## src/rtl/sc_stream_decoder_pkg.sv

```systemverilog
// sc_pkg: shared state encoding, stream/result sizing and the count-to-result scaling used by the
// stochastic stream decoder and its reference model.
package sc_pkg;
    localparam int DEF_DATA_WIDTH = 16;
    localparam int DEF_LOG_LEN = 8;
    localparam int DEF_SHIFT_W = 5;
    localparam int RES_W = 2 * DEF_DATA_WIDTH;
    localparam int L = 1 << DEF_LOG_LEN;

    typedef enum logic [1:0] {
        IDLE  = 2'd0,
        ACCUM = 2'd1,
        DONE  = 2'd2
    } state_e;

    // A full-ones stream saturates rather than wrapping to zero in the fixed-point result.
    function automatic logic [RES_W-1:0] scale_and_shift(input logic [DEF_LOG_LEN:0] count,
                                                         input logic [DEF_SHIFT_W-1:0] shift);
        logic [RES_W-1:0] raw;
        raw = (count == (DEF_LOG_LEN + 1)'(L)) ? '1 : RES_W'(count) << (RES_W - DEF_LOG_LEN);
        return raw >> shift;
    endfunction
endpackage

```

## src/rtl/sc_stream_decoder_if.sv

```systemverilog
// sc_stream_decoder_if: job configuration, stream-bit and result handshakes of the decoder.
interface sc_stream_decoder_if #(
    parameter int DATA_WIDTH = 16,
    parameter int SHIFT_W = 5
);
    logic                    cfg_valid;
    logic                    cfg_ready;
    logic [SHIFT_W-1:0]      cfg_shift;
    logic                    bit_valid;
    logic                    bit_ready;
    logic                    bit_in;
    logic                    out_valid;
    logic                    out_ready;
    logic [2*DATA_WIDTH-1:0] out_data;

    modport master (
        output cfg_valid, cfg_shift, bit_valid, bit_in, out_ready,
        input  cfg_ready, bit_ready, out_valid, out_data
    );

    modport slave (
        input  cfg_valid, cfg_shift, bit_valid, bit_in, out_ready,
        output cfg_ready, bit_ready, out_valid, out_data
    );
endinterface

```

## src/rtl/sc_ones_counter.sv

```systemverilog
// sc_ones_counter: stream-position counter plus ones accumulator with clear/enable and a flag
// marking acceptance of the final stream bit.
module sc_ones_counter #(
    parameter int LOG_LEN = 8
) (
    input  logic             clock,
    input  logic             reset,
    input  logic             clr,
    input  logic             en,
    input  logic             bit_in,
    output logic [LOG_LEN:0] count_nxt,
    output logic             last
);
    logic [LOG_LEN:0]   count_q, count_d;
    logic [LOG_LEN-1:0] pos_q, pos_d;

    always_comb begin
        count_d = clr ? '0 : en ? count_q + (LOG_LEN + 1)'(bit_in) : count_q;
        pos_d = clr ? '0 : en ? pos_q + LOG_LEN'(1) : pos_q;
    end

    always_ff @(posedge clock) begin
        if (reset) begin
            count_q <= '0;
            pos_q <= '0;
        end else begin
            count_q <= count_d;
            pos_q <= pos_d;
        end
    end

    // The top samples the next count so the final bit is included in the result.
    assign count_nxt = count_d;
    assign last = en & (&pos_q);
endmodule

```

## src/rtl/sc_stream_decoder.sv

```systemverilog
// sc_stream_decoder: counts ones in a 2^LOG_LEN-bit stochastic stream and returns the scaled,
// normalized binary result through a valid/ready output.
module sc_stream_decoder
    import sc_pkg::*;
#(
    parameter int DATA_WIDTH = DEF_DATA_WIDTH,
    parameter int LOG_LEN = DEF_LOG_LEN,
    parameter int SHIFT_W = DEF_SHIFT_W
) (
    input logic                clock,
    input logic                reset,
    sc_stream_decoder_if.slave io
);
    state_e                  state_q, state_d;
    logic                    cfg_ready_q, cfg_ready_d;
    logic                    bit_ready_q, bit_ready_d;
    logic                    out_valid_q, out_valid_d;
    logic [SHIFT_W-1:0]      shift_q, shift_d;
    logic [2*DATA_WIDTH-1:0] out_data_q, out_data_d;
    logic [LOG_LEN:0]        count_nxt;
    logic                    last;
    logic                    cfg_fire, bit_fire, out_fire;

    assign cfg_fire = cfg_ready_q & io.cfg_valid;
    assign bit_fire = bit_ready_q & io.bit_valid;
    assign out_fire = out_valid_q & io.out_ready;

    sc_ones_counter #(.LOG_LEN(LOG_LEN)) u_cnt (
        .clock    (clock),
        .reset    (reset),
        .clr      (cfg_fire),
        .en       (bit_fire),
        .bit_in   (io.bit_in),
        .count_nxt(count_nxt),
        .last     (last)
    );

    // Handshake outputs follow the next state, so each is registered and changes one cycle after its cause.
    always_comb begin
        state_d = cfg_fire ? ACCUM : last ? DONE : out_fire ? IDLE : state_q;
        cfg_ready_d = state_d == IDLE;
        bit_ready_d = state_d == ACCUM;
        out_valid_d = state_d == DONE;
        shift_d = cfg_fire ? io.cfg_shift : shift_q;
        out_data_d = last ? scale_and_shift(count_nxt, shift_q) : out_data_q;
    end

    always_ff @(posedge clock) begin
        if (reset) begin
            state_q <= IDLE;
            cfg_ready_q <= 1'b1;
            bit_ready_q <= 1'b0;
            out_valid_q <= 1'b0;
            shift_q <= '0;
            out_data_q <= '0;
        end else begin
            state_q <= state_d;
            cfg_ready_q <= cfg_ready_d;
            bit_ready_q <= bit_ready_d;
            out_valid_q <= out_valid_d;
            shift_q <= shift_d;
            out_data_q <= out_data_d;
        end
    end

    assign io.cfg_ready = cfg_ready_q;
    assign io.bit_ready = bit_ready_q;
    assign io.out_valid = out_valid_q;
    assign io.out_data = out_data_q;
endmodule

```

## src/flat_wrapper.sv

```systemverilog
// flat-port wrapper written by rule: the top's interface ports become plain ports
module sc_stream_decoder_flat import sc_pkg::*;
#(
    parameter int DATA_WIDTH = DEF_DATA_WIDTH,
    parameter int LOG_LEN = DEF_LOG_LEN,
    parameter int SHIFT_W = DEF_SHIFT_W
)
  (clock, reset, io_cfg_valid, io_cfg_shift, io_bit_valid, io_bit_in, io_out_ready, io_cfg_ready, io_bit_ready, io_out_valid, io_out_data);
  sc_stream_decoder_if #(.DATA_WIDTH(DATA_WIDTH), .SHIFT_W(SHIFT_W)) io_i ();
  input logic clock;
  input logic reset;
  input wire logic [$bits(io_i.cfg_valid)-1:0] io_cfg_valid;
  input wire logic [$bits(io_i.cfg_shift)-1:0] io_cfg_shift;
  input wire logic [$bits(io_i.bit_valid)-1:0] io_bit_valid;
  input wire logic [$bits(io_i.bit_in)-1:0] io_bit_in;
  input wire logic [$bits(io_i.out_ready)-1:0] io_out_ready;
  output wire logic [$bits(io_i.cfg_ready)-1:0] io_cfg_ready;
  output wire logic [$bits(io_i.bit_ready)-1:0] io_bit_ready;
  output wire logic [$bits(io_i.out_valid)-1:0] io_out_valid;
  output wire logic [$bits(io_i.out_data)-1:0] io_out_data;
  assign io_i.cfg_valid = io_cfg_valid;
  assign io_i.cfg_shift = io_cfg_shift;
  assign io_i.bit_valid = io_bit_valid;
  assign io_i.bit_in = io_bit_in;
  assign io_i.out_ready = io_out_ready;
  assign io_cfg_ready = io_i.cfg_ready;
  assign io_bit_ready = io_i.bit_ready;
  assign io_out_valid = io_i.out_valid;
  assign io_out_data = io_i.out_data;
  sc_stream_decoder #(.DATA_WIDTH(DATA_WIDTH), .LOG_LEN(LOG_LEN), .SHIFT_W(SHIFT_W)) u_core (.clock(clock), .reset(reset), .io(io_i));
endmodule
```

## config.mk

```make
export PLATFORM = sky130hd
export DESIGN_NAME = sc_stream_decoder_flat
export DESIGN_NICKNAME = d
export VERILOG_FILES = /design/src/rtl/sc_stream_decoder_pkg.sv /design/src/rtl/sc_stream_decoder_if.sv /design/src/rtl/sc_ones_counter.sv /design/src/rtl/sc_stream_decoder.sv /design/src/flat_wrapper.sv
export SDC_FILE = /design/constraint.sdc
export NUM_CORES = 1
export LEC_CHECK = 0
export CAP_MARGIN = 10
export CORE_MARGIN = 2
export CORE_UTILIZATION = 55
export CTS_BUF_LIST = sky130_fd_sc_hd__clkbuf_4 sky130_fd_sc_hd__clkbuf_8 sky130_fd_sc_hd__clkbuf_16
export DETAILED_ROUTE_END_ITERATION = 12
export MAX_ROUTING_LAYER = met4
export PLACE_DENSITY = 0.81
export RECOVER_POWER = 25
export SYNTH_ARGS = -nofsm -noshare
export SYNTH_HDL_FRONTEND = slang
export SYNTH_SLANG_ARGS = --single-unit
```

## constraint.sdc

```tcl
create_clock -name clock -period 3.8 [get_ports clock]
set_clock_uncertainty 0.1 [all_clocks]
set_input_delay 0.38 -clock clock [delete_from_list [all_inputs] [get_ports clock]]
set_output_delay 0.38 -clock clock [all_outputs]
set_load 0.05 [all_outputs]
```

==> summary.txt <==
Pwr
  – Clock power share: 0.427
  – Psw: 347 uW
  – Max rail drop VDD: 0.241 mV
  – Sw frac: 0.258
  – Power density of the placed cells: between 300 and 400 nW/um^2
  – Tot Pwr: between 1000 and 1500 uW
  – Leakage: about 0.0015 uW
  – Sequential share of power: 0.479
  – Int Power: around 1000 uW
  – Comb pwr share: 0.094

Synthesis
  – Cells after Synth: 422
  – Top-count cell post-synth: dfxtp_1
  – Synthesized area: 3290 sq um
  – Syn nets: ~440
  – Post-synth cell types: between 60 and 70
  – Top cells by area, synth: dfxtp_1 36%, nor2_1 6.3%, nand2_1 5.9%
  – Synth top cells by count: 59 x dfxtp_1, 55 x nor2_1, 52 x nand2_1
  – Area leader, netlist: dfxtp_1
  – YS warnings: 0
  – Number of flops mapped to enable cells by yosys: 0
  – Share of Yosys cell area claimed by the top area cell type: 0.359
  – Post-synth ARST share: 0
  – Share of the yosys chip area belonging to registers: 0.359
  – Syn Area/Cell: ~8 sq um
  – Number of synthesized register bits: 59
  – Main flop type after synthesis: dfxtp_1

Placed design
  – PortBufs: 45
  – DP HPWL: about 6800 um
  – GP Congestion: ~0.96

Timing
  – RSZ-0062 raised after global routing: false
  – Fin Setup TNS: 0 ns
  – Minimum clock period: 3.43 ns
  – Max Transition Viols Final: 38
  – Hold Fails Final Rpt: 0
  – Final setup vio count: 0
  – Maximum clock rate: roughly 0.3 GHz
  – Worst rel slew slack: -0.0990
  – Period utilization: 0.901
  – Worst-Margin Slew: between 1.5 and 2 ns

GRT
  – Total congestion overflow: 0
  – Initial antenna violation count: 0
  – First-pass GRT wire length: around 15000 um
  – Global Route Usage Sum: 0.312
  – Pin count of the biggest net entering global routing: 38
  – Vias in the first global route: between 3000 and 4000

Final layout
  – Layout area overhead: 22.3%
  – # fillers: around 500
  – Final nets: 479
  – Antenna Cells: 0
  – Share of layout cells above drive strength 1: 0.102

Clock tree
  – Postcts setup bufs: 0
  – Clk sinks: just under 60
  – Hold_buf cts: 0
  – Clock latency on the worst-skew pair: about 0.35 ns
  – H-tree depth: 3
  – CTS Root Cell: clkbuf_8
  – Clk buf depth: 2
  – Clock transition at the registers of the reported paths: ~0.070 ns
  – CTS tree: built
  – CTS resizes: 0
  – Cts bufs inserted: 9

Floorplanning
  – Chip height: between 80 and 90 um
  – Initial cell density of the core: 0.562
  – DIE AREA: between 6000 and 7000 sq um
  – I/O pins: 46
  – Core Area: between 5000 and 6000 sq um
  – Die X: ~80 um
  – Row count: 28

Drt
  – Total wire length: approximately 9300 um
  – Met2 wire len: between 4000 and 5000 um
  – Top sig layer: met4
  – Vias per inst: about 6.3
  – Wire per inst: 17.2 um
  – Routed length on met3: roughly 760 um
  – Via Count: roughly 3400
  – TritonRoute pass-1 iters: 6
  – Antenna-violating nets left: 0
  – Remaining DRCs: 0
  – Iter 0 DRT Violations: about 380
  – Met1 Wirelength: roughly 4100 um

Run status
  – Violated checks: capacitance limit, slew limit
  – Status: finished with violations

Setup path
  – Crit Path Class: input pin to flip-flop
  – CP Launch Type: input pin
  – WP data arrival: between 3 and 4 ns
  – CP Data Required Time: between 3 and 4 ns
  – Worst Setup End Kind: flip-flop
  – Crit path max fanout: 5

Hold path
  – Hold crit path type: flip-flop to flip-flop

Run
  – Max-cap violations: 1
## layer usage
layer	vias to the layer above	track usage
met1	1603	0.424
met4	0	0.114
li1	1625	-
met5	-	-
met2	173	0.454
met3	28	0.0689
## area by class of cell
| class | count | area [sq um] | share of cell area |
|---|---|---|---|
| Multi-Input combinational cell | 328 | 1960 | 0.488 |
| Sequential cell | 59 | 1180 | 0.294 |
| Timing Repair Buffer | 61 | 563 | 0.140 |
| Clock buffer | 11 | 145 | 0.0361 |
| Tap cell | 75 | 93.8 | 0.0234 |
| Clock inverter | 5 | 52.6 | 0.0131 |
| Inverter | 6 | 22.5 | 0.00561 |
## logic make-up after synthesis
kind of cell | count (synthesis) | synth area share
simple gates | 183 | 0.266
compound gates | 127 | 0.276
flops | 59 | 0.359
buf+inv | 35 | 0.0442
xor+xnor | 10 | 0.0267
mux | 5 | 0.0160
fa+ha+maj | 3 | 0.0114
## cell usage in the layout (no fill, tap or decap), drive strengths merged, types with 4 or more instances in the layout
cell type,netlist,routed
dfxtp,59,59
nor2,56,56
nand2,52,52
a21oi,34,34
clkdlybuf4s50,0,33
o21ai,20,20
nor3,15,15
nand3,14,14
buf,5,14
clkbuf,24,13
a211oi,12,12
dlygate4sd3,0,12
and3,11,11
a31oi,9,9
nand4,7,7
xor2,6,6
inv,5,5
a2bb2oi,5,5
or3,4,4
a21o,4,4
o31a,4,4
and4,4,4
xnor2,4,4
nor3b,4,4
nor2b,4,4
o211ai,4,4
clkinv,1,4
a31o,4,4
## flip-flops by register name (all words and copies together) (netlist names)
register	count
u_core.u_cnt.pos_q	8
u_core.io.cfg_ready	1
u_core.shift_q	5
u_core.io.out_data	32
u_core.io.out_valid	1
u_core.io.bit_ready	1
u_core.u_cnt.count_q	9
u_core.state_q	2
## worst max-delay path, stage by stage
cell and delay (ns):
clkdlybuf4s50_1 0.40, ha_1 0.23, ha_1 0.29, and4bb_2 0.29, o21ai_1 0.07, or4_4 0.58
o41ai_2 0.40, mux2i_1 0.28, a21oi_2 0.31, a21oi_1 0.12, o41ai_2 0.21
## final timing paths
kind / startpoint / to / slack (ns) / depth (start not counted)
min: u_core.io.out_data[26] / u_core.io.out_data[26] / 0.34 / 2
max: io_bit_in / u_core.io.out_data[12] / 0.37 / 11
max reg2reg: u_core.u_cnt.count_q[0] / u_core.io.out_data[12] / 0.50 / 10
min reg2reg: u_core.io.out_data[26] / u_core.io.out_data[26] / 0.34 / 2
## per-stage QoR
step / instance area (sq um) / utilization / cells / setup slack, ns / hold slack (ns)
5_1_grt: 4020 / 0.687 / 545 / 0.259 / 0.381
3_3_place_gp: 3830 / 0.654 / 529 / 0.186 / 0.327
3_5_place_dp: 3830 / 0.654 / 529 / 0.0616 / 0.339
6_report: 4020 / 0.687 / 545 / 0.375 / 0.342
4_1_cts: 4030 / 0.688 / 545 / 0.416 / 0.348
2_1_floorplan: 3290 / - / 422 / 0.751 / 0.354
## power by group through the flow
stage	sequential, uW	clock [uW]	combinational (uW)
after detailed placement	656	0	126
after floorplan	648	0	92.6
final	643	573	127
after CTS	642	578	126
after global placement	655	0	124
after global routing	643	608	136
Note: power is estimated with default switching activity, not from simulation.
